--- src/rtl/clk_div_ctrl.sv ---
// Divided-clock controller: programmable period counter, registered div_clk/tick,
// start/stop/burst sequencing, boundary-aligned divisor updates. Burst option: CLK_DIV_CTRL_BURST_EN.
module clk_div_ctrl #(
  parameter int CNT_W       = 16,
  parameter int BURST_W     = 8,
  parameter int DEFAULT_DIV = 15
) (
  input  logic               clk,
  input  logic               rst_n,
  input  logic [CNT_W-1:0]   cfg_div,
  input  logic               cfg_valid,
  output logic               cfg_ready,
  input  logic               start,
  input  logic               stop,
  input  logic [BURST_W-1:0] burst_len,
  output logic               div_clk,
  output logic               tick,
  output logic               busy,
  output logic               done
);

  // state      | meaning
  // S_IDLE     | counter parked, divisor writes go straight to the active register
  // S_RUN      | counting periods, divisor writes held pending until the wrap
  // S_STOPPING | stop seen, finishing the current period before returning idle
  typedef enum logic [1:0] {
    S_IDLE,
    S_RUN,
    S_STOPPING
  } state_t;

  state_t             state, state_nx;
  logic [CNT_W-1:0]   cnt, cnt_nx;
  logic [CNT_W-1:0]   div_act, div_nx;
  logic [CNT_W-1:0]   pend_div, pend_div_nx;
  logic               pend_vld, pend_vld_nx;
  logic [CNT_W-1:0]   cfg_clamped;
  logic               cfg_hs;
  logic               wrap;
  logic               run_go;
  logic               burst_end;
  logic               active_nx;

  assign cfg_clamped = (cfg_div == '0) ? CNT_W'(1) : cfg_div;
  assign cfg_hs      = cfg_valid & cfg_ready;
  assign wrap        = (cnt == div_act);
  assign run_go      = (state == S_IDLE) && start && !stop;

`ifdef CLK_DIV_CTRL_BURST_EN
  logic [BURST_W-1:0] burst_lat;
  logic [BURST_W-1:0] burst_cnt;
  logic [BURST_W-1:0] burst_inc;

  assign burst_inc = burst_cnt + BURST_W'(1);
  assign burst_end = (burst_lat != '0) && (burst_inc == burst_lat);

  always_ff @(posedge clk or negedge rst_n) begin
    if (!rst_n) begin
      burst_lat <= '0;
      burst_cnt <= '0;
    end else if (run_go) begin
      burst_lat <= burst_len;
      burst_cnt <= '0;
    end else if ((state != S_IDLE) && wrap) begin
      burst_cnt <= burst_inc;
    end
  end
`else
  logic burst_len_unused;

  assign burst_len_unused = ^burst_len;
  assign burst_end        = 1'b0;
`endif

  always_comb begin
    state_nx    = state;
    cnt_nx      = cnt;
    div_nx      = div_act;
    pend_div_nx = pend_div;
    pend_vld_nx = pend_vld;
    case (state)
      S_IDLE: begin
        if (cfg_hs) div_nx = cfg_clamped;
        if (run_go) begin
          state_nx = S_RUN;
          cnt_nx   = '0;
        end
      end
      S_RUN, S_STOPPING: begin
        if (wrap) begin
          cnt_nx = '0;
          // a write landing on the wrap itself takes effect for the next period
          if (pend_vld) begin
            div_nx      = pend_div;
            pend_vld_nx = 1'b0;
          end else if (cfg_hs) begin
            div_nx = cfg_clamped;
          end
          if ((state == S_STOPPING) || stop || burst_end) state_nx = S_IDLE;
        end else begin
          cnt_nx = cnt + CNT_W'(1);
          if (cfg_hs) begin
            pend_vld_nx = 1'b1;
            pend_div_nx = cfg_clamped;
          end
          if ((state == S_RUN) && stop) state_nx = S_STOPPING;
        end
      end
      default: state_nx = S_IDLE;
    endcase
    if (state_nx == S_IDLE) cnt_nx = '0;
    active_nx = (state_nx != S_IDLE);
  end

  always_ff @(posedge clk or negedge rst_n) begin
    if (!rst_n) begin
      state    <= S_IDLE;
      cnt      <= '0;
      div_act  <= CNT_W'(DEFAULT_DIV);
      pend_div <= '0;
      pend_vld <= 1'b0;
    end else begin
      state    <= state_nx;
      cnt      <= cnt_nx;
      div_act  <= div_nx;
      pend_div <= pend_div_nx;
      pend_vld <= pend_vld_nx;
    end
  end

  // outputs are registered from next-state values so they align with cnt
  always_ff @(posedge clk or negedge rst_n) begin
    if (!rst_n) begin
      div_clk   <= 1'b0;
      tick      <= 1'b0;
      busy      <= 1'b0;
      done      <= 1'b0;
      cfg_ready <= 1'b1;
    end else begin
      div_clk   <= active_nx && (cnt_nx <= (div_nx >> 1));
      tick      <= active_nx && (cnt_nx == '0);
      busy      <= active_nx;
      done      <= (state != S_IDLE) && !active_nx;
      cfg_ready <= !active_nx || !pend_vld_nx;
    end
  end

endmodule

--- config.mk ---
export PLATFORM = sky130hd
export DESIGN_NAME = clk_div_ctrl
export DESIGN_NICKNAME = d
export VERILOG_FILES = /design/src/rtl/clk_div_ctrl.sv
export SDC_FILE = /design/constraint.sdc
export NUM_CORES = 1
export LEC_CHECK = 0
export ABC_AREA = 1
export CAP_MARGIN = 10
export CORE_MARGIN = 2
export CORE_UTILIZATION = 60
export DETAILED_ROUTE_END_ITERATION = 7
export PLACE_DENSITY = 0.82
export SYNTH_ARGS = -nofsm -noshare
export SYNTH_HDL_FRONTEND = slang
export SYNTH_SLANG_ARGS = --single-unit
--- constraint.sdc ---
create_clock -name clk -period 4.9 [get_ports clk]
set_clock_uncertainty 0.2 [all_clocks]
set_input_delay 0.98 -clock clk [delete_from_list [all_inputs] [get_ports clk]]
set_output_delay 0.98 -clock clk [all_outputs]
set_load 0.02 [all_outputs]
# Word-level counts from Yosys, hierarchy flattened
# Index checks and enable logic that the tools add are counted.
[op_classes] n_eq_ne=4 n_addsub=1 n_mux=17 bitwise=2 mul=0 shift=0 magnitude_cmp=1 div_mod_pow=0 n_reduce_logical=21
[op_table] cell="16-bit two-way mux" count=7
[op_table] cell="16-bit case mux with 2 select lines" count=2
[op_table] cell="16-bit logical NOT" count=2
[op_table] cell="16-bit by 1-bit adder with 16-bit output, second input constant" count=1
[op_table] cell="16-bit equality test" count=1
[op_table] cell="16-bit by 15-bit less-or-equal comparator with 1-bit output" count=1
[op_table] cell="2-bit two-way mux" count=4
[op_table] cell="1-bit logical AND" count=6
[op_table] cell="2-bit nonzero test" count=3
[op_table] cell="2-bit logical NOT" count=2
[op_table] cell="2-bit case mux with 2 select lines" count=1
[op_table] cell="1-bit logical NOT" count=3
[op_table] cell="1-bit two-way mux" count=3
[op_table] cell="3-bit AND reduction" count=1
[op_table] cell="2-bit by 1-bit equality test with 1-bit output, second input constant" count=1
[op_table] cell="2-bit equality test, second input constant" count=1
[op_table] cell="1-bit logical OR" count=2
[op_table] cell="2-bit inequality test, second input constant" count=1
[op_table] cell="2-bit AND reduction" count=1
[op_table] cell="2-bit OR reduction" count=1
[op_table] cell="1-bit bitwise AND" count=1
[op_table] cell="1-bit inverter" count=1
[totals] latchBits=0 output_inout_bits=5 rom_bits=0 regBits=56 inputBits=29 n_memories=0 ramBits=0

# Longest topological paths before layout
# Gate-level depths: netlist of the first run.
[logic_depth] word_depth=9 depth_mapped=24 ltp_nobuf=23

# Least setup slack after synthesis of the first run
# OpenSTA, ideal clock, no wires.
[synth_path] path_kind="input-to-reg" start="input port cfg_valid" end="register div_clk" path_buffers=1 required_ps=4581 arrival_time_ps=3087 setup_slack_ps=1495 cell_stages=18 setup_ps=119 cell_sequence="nand2_1 -> clkbuf_1 -> nand2_1 -> o21ai_0 -> nor2_1 -> o21ai_0 -> o211ai_1 -> a22oi_1 -> inv_1 -> ha_1 -> nand2_1 -> o21ai_0 -> nand2_1 -> o211ai_1 -> a21oi_1 -> o21ai_0 -> a21oi_1 -> o21a_1"
[synth_via] elab_chain_cells=7
[synth_lines] item="start: declaration" line_no="11" rtl="input logic cfg_valid,"
[synth_lines] item="1-bit bitwise AND (*)" line_no="45" rtl="assign cfg_hs = cfg_valid & cfg_ready;"
[synth_lines] item="16-bit two-way mux (*)" line_no="83, 96"
[synth_lines] item="16-bit two-way mux" line_no="93" rtl="if (pend_vld) begin"
[synth_lines] item="16-bit two-way mux" line_no="90" rtl="if (wrap) begin"
[synth_lines] item="16-bit case mux with 2 select lines (*)" line_no="81" rtl="case (state)"
[synth_lines] item="named net div_nx[3]" line_no="34" rtl="logic [CNT_W-1:0] div_act, div_nx;"
[synth_lines] item="16-bit by 15-bit less-or-equal comparator with 1-bit output (*)" line_no="140" rtl="div_clk <= active_nx && (cnt_nx <= (div_nx >> 1));"
[synth_lines] item="1-bit logical AND (*)" line_no="140"
[synth_lines] item="end signal: assignment" line_no="140"
[synth_lines] item="end: declaration" line_no="16" rtl="output logic div_clk,"
# The timed path passes the listed nets; every way through them passes the cells marked *. The select of a mux whose other input is x is not followed.
# A chain may end at the register's enable or synchronous reset.

# Worst setup path in the final report of the first run
[layout_path] start="input port stop" end="register div_clk"
[layout_via] elab_chain_cells=8
[layout_lines] item="start: declaration" line_no="14" rtl="input logic stop,"
[layout_lines] item="1-bit logical AND (tied with other cells)" line_no="106" rtl="if ((state == S_RUN) && stop) state_nx = S_STOPPING;"
[layout_lines] item="2-bit two-way mux (tied with other cells)" line_no="106"
[layout_lines] item="2-bit two-way mux (on tied branches)" line_no="90, 84"
[layout_lines] item="2-bit case mux with 2 select lines" line_no="81"
[layout_lines] item="2-bit logical NOT" line_no="111" rtl="if (state_nx == S_IDLE) cnt_nx = '0;"
[layout_lines] item="16-bit two-way mux (*)" line_no="111"
[layout_lines] item="named net cnt_nx[7]" line_no="33" rtl="logic [CNT_W-1:0] cnt, cnt_nx;"
[layout_lines] item="16-bit by 15-bit less-or-equal comparator with 1-bit output (*)" line_no="140"
[layout_lines] item="1-bit logical AND (*)" line_no="140"
# The timed path passes the listed nets; every way through them passes the cells marked *.

==> results of run 1 <==
sequential cells by signal, summed over array words and instances, names as in the netlist:
register and cells:
cfg_ready 1, pend_div 16, pend_vld 1, div_act 16, busy 1, cnt 16, tick 1, done 1
state 2, div_clk 1
placed cells by master, fill, tap and decap left out, types with 3 or more instances in the layout:
cell type        netlist  final
a31oi_1                6      6
clkbuf_8               0      5
nand2_1              149    149
a21oi_1               33     33
inv_1                 75     75
clkdlybuf4s50_1        0     24
inv_2                 16     16
nor4_1                 4      4
o22ai_1                4      4
dfrtp_1               51     51
nor2_2                 3      3
xor2_1                 5      5
buf_4                  2      8
o211ai_1              14     14
nand2_2                4      4
nor2_1                53     53
ha_1                  20     20
dfstp_2                5      5
o21ai_1                9      9
a22oi_1               13     13
nand3_1               25     25
nor3_1                 3      3
nand4_1                8      8
o21ai_0               55     55
final cells by class:
type                            count  area, um2
Clock buffer                        6       72.6
Fill cell                         633       2240
Timing Repair Buffer               33        305
Tap cell                           80        100
Clock inverter                      2       16.3
Multi-Input combinational cell    425       2220
Sequential cell                    56       1410
Inverter                           93        350
worst register-to-register path, stage by stage (launching register included):
cell	delay [ps]
dfrtp_1	470
inv_2	130
nand2_1	70
nand2_1	70
nor2_1	40
nand2_1	120
nor2_2	70
nand2_1	90
buf_4	240
clkinv_2	330
o21ai_1	180
o211ai_1	110
a22oi_1	200
inv_1	80
ha_1	310
a21oi_1	70
o21ai_0	210
nand2_1	80
o211ai_1	110
a21oi_1	90
o21ai_0	150
a21oi_1	110
o21a_1	180
worst paths after layout:
kind | endpoint | cells after the start | startpoint | slack [ps]
worst max-delay path | div_clk$_DFF_PN0_ | 16 | stop | 920
worst min-delay path | pend_div[2]$_DFFE_PN0P_ | 2 | pend_div[2]$_DFFE_PN0P_ | 300
worst max register to register | div_clk$_DFF_PN0_ | 22 | cnt[10]$_DFF_PN0_ | 1100
worst min register to register | pend_div[2]$_DFFE_PN0P_ | 2 | pend_div[2]$_DFFE_PN0P_ | 300
max in group asynchronous | cnt[10]$_DFF_PN0_ | 2 | rst_n | 3400
min in group asynchronous | pend_div[2]$_DFFE_PN0P_ | 2 | rst_n | 600
per-stage QoR:
step | power (mW) | setup slack [ps]
after floorplan | 2.01 | 1490
after global placement | 2.40 | 675
after detailed placement | 2.45 | 682
after CTS | 2.72 | 992
after global routing | 2.97 | 693
final | 2.75 | 918
cells in the mapped netlist (5+ instances only):
cell	number
clkbuf_1	13
o211ai_1	14
ha_1	20
nand4_1	8
dfstp_2	5
nand2_1	149
nand3_1	25
a31oi_1	6
nor2_1	53
a22oi_1	13
dfrtp_1	51
o21ai_1	9
inv_2	16
inv_1	75
o21ai_0	55
xor2_1	5
a21oi_1	33
buf_2	5
logic make-up (layout without fill, tap and decap cells):
kind of cell	count (synthesis)	after routing	share of synthesized area
adder cells (fa/ha/maj)	20	20	0.0609
buffers and inverters	117	134	0.116
AND/OR/NAND/NOR	257	257	0.268
XOR/XNOR	5	5	0.0107
multiplexers	2	2	0.00487
flip-flops	56	56	0.343
AO/OA/AOI/OAI	141	141	0.197
routing by layer:
metal  up-vias  track usage
met2       171        0.540
met1      1906        0.394
li1       1988            -
met3        37       0.0362
met5         -            0
met4         0       0.0923
power by group:
group	internal, mW	switching (mW)	total (mW)
Clock	0.102	0.166	0.269
Combinational	0.577	1.11	1.69
Sequential	0.650	0.140	0.790
Total	1.33	1.42	2.75
==> reports/metrics.yaml, run 1 <==
synthFlopType: "dfrtp_1"
fmax_ghz: 0.251
place_area_mm2: 0.00439
gp_congestion: 0.952
cap_violations: 0
grt_pass1_vias: 3839
async_reset_ff_frac: 1.00
power_density_mw_per_mm2: 614
cp.required_ps: 4920
core_area_mm2: 0.00672
final_cells: 695
io_buffers: 25
postCtsSetupRepairBufs: 0
syn-num-nets: 647
overflow: 0
root_buffer: "clkbuf_8"
power.leakage_nw: 2.22
setup_violations: 0
route.met3.wl_um: 735
vias: 4102
diodes: 0
finish.net_count: 663
ys_seq_elements: 56
drive_gt1_frac: 0.0878
initial_utilization: 0.611
ys_seq_area_frac: 0.343
report.final.slew_viol_count: 0
tritoncts: "built"
max_stage_delay_ps: 580
netlist_area_mm2: 0.00411
die_y_um: 86.7
fin_tns_setup_ps: 0
avgSynthCellArea_um2: 6.87
placed_cells: 687
drc: 0
cts.clk_slew.worst_paths_ps: 110
drt-total-wl_um: 11100
fin_crit_ps: 3980
crit_path_frequent_cell: "a21oi_1"
wl_per_cell_um: 16.0
topRoutingLayerUsed: "met4"
cts.sinks: 56
worstPathCellList: "clkdlybuf4s50_1 -> inv_1 -> nand3_2 -> a21oi_1 -> inv_1 -> nand2_1 -> a21oi_1 -> ha_1 -> nand2_1 -> nor2_1 -> nand2_1 -> o211ai_1 -> a21oi_1 -> o21ai_0 -> a21oi_1 -> o21a_1"
worst_ep_arrival_time_ps: 4000
final_area_mm2: 0.00448
crit_type: "primary input to register"
clockBufferDepth: 2
grt_max_degree: 57
path_max_fanout: 10
io_pins: 34
yosysWarnings: 0
grt_pass1_wl_um: 18100
areaGrowthSynthToFinish_pct: 8.96
critPathSlowestCell: "a21oi_1"
clk_latency_ps: 320
drt_iter0_markers: 510
grtUsageTotal: 0.307
hp-class: "register to register"
wl_met1_um: 4670
synth.area.top_cells: "dfrtp_1, nand2_1, inv_1"
dp_hpwl_um: 8220
cts_resized: 0
cts-htree-levels: 2
antenna_found_initial: 0
netlist_instances: 598
crit_family: "compound AO/OA/AOI/OAI gates"
relSlewSlack: 0.495
cp-start-kind: "primary input"
cp_num_buf_inv: 3
hold_buffers: 0
synth.largest_area_cell: "dfrtp_1"
outcome: "finished clean"
die_area_mm2: 0.00752
finalCritPeriodShare: 0.813
ant_nets: 0
final_util: 0.666
synth.distinct_cells: 42
rows: 30
hold_violations: 0
numCtsBuffers: 5
synth_edf_count: 0
dr_wl_met2_um: 5410
yosysTopAreaCellShare: 0.311
holdWs_ps: 296
vdd_ir_drop_max_mv: 0.326
die_w_um: 86.7
end_kind: "register"
avgViaCountPerCell: 5.90
tightest_slew_ps: 757
first_pass_iters: 5
rsz0062_at_grt: "no"
No activity file was read; power rests on OpenSTA's default activity.
==> run 2: changes to the inputs <==
--- a/config.mk
+++ b/config.mk
@@ -8,9 +8,9 @@
 export ABC_AREA = 1
 export CAP_MARGIN = 10
 export CORE_MARGIN = 2
-export CORE_UTILIZATION = 60
+export CORE_UTILIZATION = 53
 export DETAILED_ROUTE_END_ITERATION = 7
-export PLACE_DENSITY = 0.82
+export PLACE_DENSITY = 0.77
 export SYNTH_ARGS = -nofsm -noshare
 export SYNTH_HDL_FRONTEND = slang
 export SYNTH_SLANG_ARGS = --single-unit
==> constraint.sdc (replaced) <==
create_clock -name clk -period 3.35 [get_ports clk]
set_clock_uncertainty 0.2 [all_clocks]
set_input_delay 0.67 -clock clk [delete_from_list [all_inputs] [get_ports clk]]
set_output_delay 0.67 -clock clk [all_outputs]
set_load 0.02 [all_outputs]
==> run 2 against run 1 <==
- the run now ends with setup timing left
- sequential share of layout area shrank 5.7 points
- routed wire length up 9.8%
- via count is 10% higher
- design area increased by 22%
- combinational power up 110%
- power is 84% higher
- worst hold slack lost 250 ps
- non-clock buffer count is 109 higher
- clock power increased by 46%
- sequential power grew 42%
- register-to-register slack lost 1200 ps
- core utilization is 5.2 points higher
==> reports/metrics.yaml, run 2 (same netlist as run 1, synthesis figures left out) <==
path_max_fanout: 28
fmax_ghz: 0.286
cp.required_ps: 3350
power.leakage_nw: 2.79
place_area_mm2: 0.00526
power_density_mw_per_mm2: 928
drt-total-wl_um: 12200
dp_hpwl_um: 9610
numCtsBuffers: 5
report.final.slew_viol_count: 0
grt_max_degree: 32
die_y_um: 92.0
cts.sinks: 56
die_area_mm2: 0.00847
rsz0062_at_grt: "yes"
core_area_mm2: 0.00761
hold_buffers: 0
end_kind: "register"
cp-start-kind: "primary input"
grtUsageTotal: 0.305
hp-class: "primary input to asynchronous set/reset pin"
mostFrequentLayoutCell: "nand2_1"
clockBufferDepth: 2
critPathSlowestCell: "clkdlybuf4s50_1"
met1_usage: 0.379
finalPower_mw: 5.07
gp_congestion: 1.01
worst_slack_ps: -149
drt_iter0_markers: 347
layout_common_cells: "nand2_1, buf_4, inv_1, nor2_1, dfrtp_1"
initial_utilization: 0.540
rows: 32
dp_slack_ps: -605
finalCritPeriodShare: 1.04
cap_violations: 0
io_pins: 34
use_met3: 0.0394
final_area_mm2: 0.00546
diodes: 0
antenna_found_initial: 0
top_regs: "cnt (16), div_act (16), pend_div (16)"
max_stage_delay_ps: 450
worstPathCellList: "clkdlybuf4s50_1 -> nand2_1 -> buf_12 -> o21ai_0 -> nor2_1 -> o21ai_1 -> o211ai_1 -> a22oi_1 -> inv_1 -> ha_1 -> a21oi_1 -> o21ai_1 -> nand2_1 -> o211ai_1 -> a21oi_1 -> o21ai_1 -> a21oi_1 -> o21a_1"
io_buffers: 25
grt_pass1_vias: 4459
cts.clk_slew.worst_paths_ps: 120
worst_ep_arrival_time_ps: 3500
grt_pass1_wl_um: 20700
finish.net_count: 772
vias: 4532
tightest_slew_ps: 722
drive_gt1_frac: 0.250
first_pass_iters: 5
wl_per_cell_um: 14.8
crit_family: "compound AO/OA/AOI/OAI gates"
outcome: "finished, violations left"
violations: "setup timing"
cp_num_buf_inv: 3
avgViaCountPerCell: 5.49
setup_violations: 1
die_w_um: 92.0
cts-htree-levels: 2
fin_crit_ps: 3500
relSlewSlack: 0.518
grt_use_met2: 0.537
drc: 0
overflow: 0
vdd_ir_drop_max_mv: 0.530
clk_latency_ps: 320
root_buffer: "clkbuf_8"
hold_violations: 0
tritoncts: "built"
areaGrowthSynthToFinish_pct: 33.0
ant_nets: 0
crit_type: "primary input to register"
grt_busiest_layer: "met2"
## run 2: routing by layer
metal / wire length [um] / up-vias
met5: 0 / -
met4: 449 / 0
met3: 683 / 38
met2: 6030 / 160
met1: 5070 / 2114
li1: - / 2220
## run 2: path summary, 6_finish.rpt
path | startpoint | end | slack, ps | depth (start not counted)
worst max-delay path | cfg_valid | div_clk$_DFF_PN0_ | -150 | 18
worst min-delay path | rst_n | pend_div[2]$_DFFE_PN0P_ | 40 | 1
worst max register to register | div_act[0]$_DFFE_PN1P_ | div_clk$_DFF_PN0_ | -140 | 22
worst min register to register | pend_div[12]$_DFFE_PN0P_ | pend_div[12]$_DFFE_PN0P_ | 300 | 2
max in group asynchronous | rst_n | cfg_ready$_DFF_PN1_ | 2190 | 2
min in group clk | pend_div[12]$_DFFE_PN0P_ | pend_div[12]$_DFFE_PN0P_ | 300 | 2
## run 2: final cells by class
cell class,count,area (um2)
Sequential cell,56,1410
Multi-Input combinational cell,425,2320
Tap cell,102,128
Fill cell,639,2140
Inverter,93,355
Clock buffer,5,68.8
Timing Repair Buffer,142,1160
Clock inverter,3,22.5
## run 2: metrics by stage
step,hold slack [ps],setup TNS [ps],util,cells
6_report,41.9,-149,0.718,826
5_1_grt,54.5,-361,0.718,826
3_3_place_gp,271,-421,0.691,816
4_1_cts,45.6,-123,0.713,824
2_1_floorplan,174,0,-,598
3_5_place_dp,275,-605,0.691,816
## run 2: power by group
part	switching [mW]	total [mW]	leakage (nW)	internal (mW)
sequential	0.170	1.12	0.712	0.951
combinational	2.00	3.55	2.03	1.55
clock	0.242	0.393	0.0485	0.151
## run 2: repair_timing
action | in CTS | in global routing
buffers inserted | 0 | 2
pin swaps | 7 | 8
gates cloned | 0 | 0
resized for setup | 20 | 11
setup endpoints to repair | 1 | 1
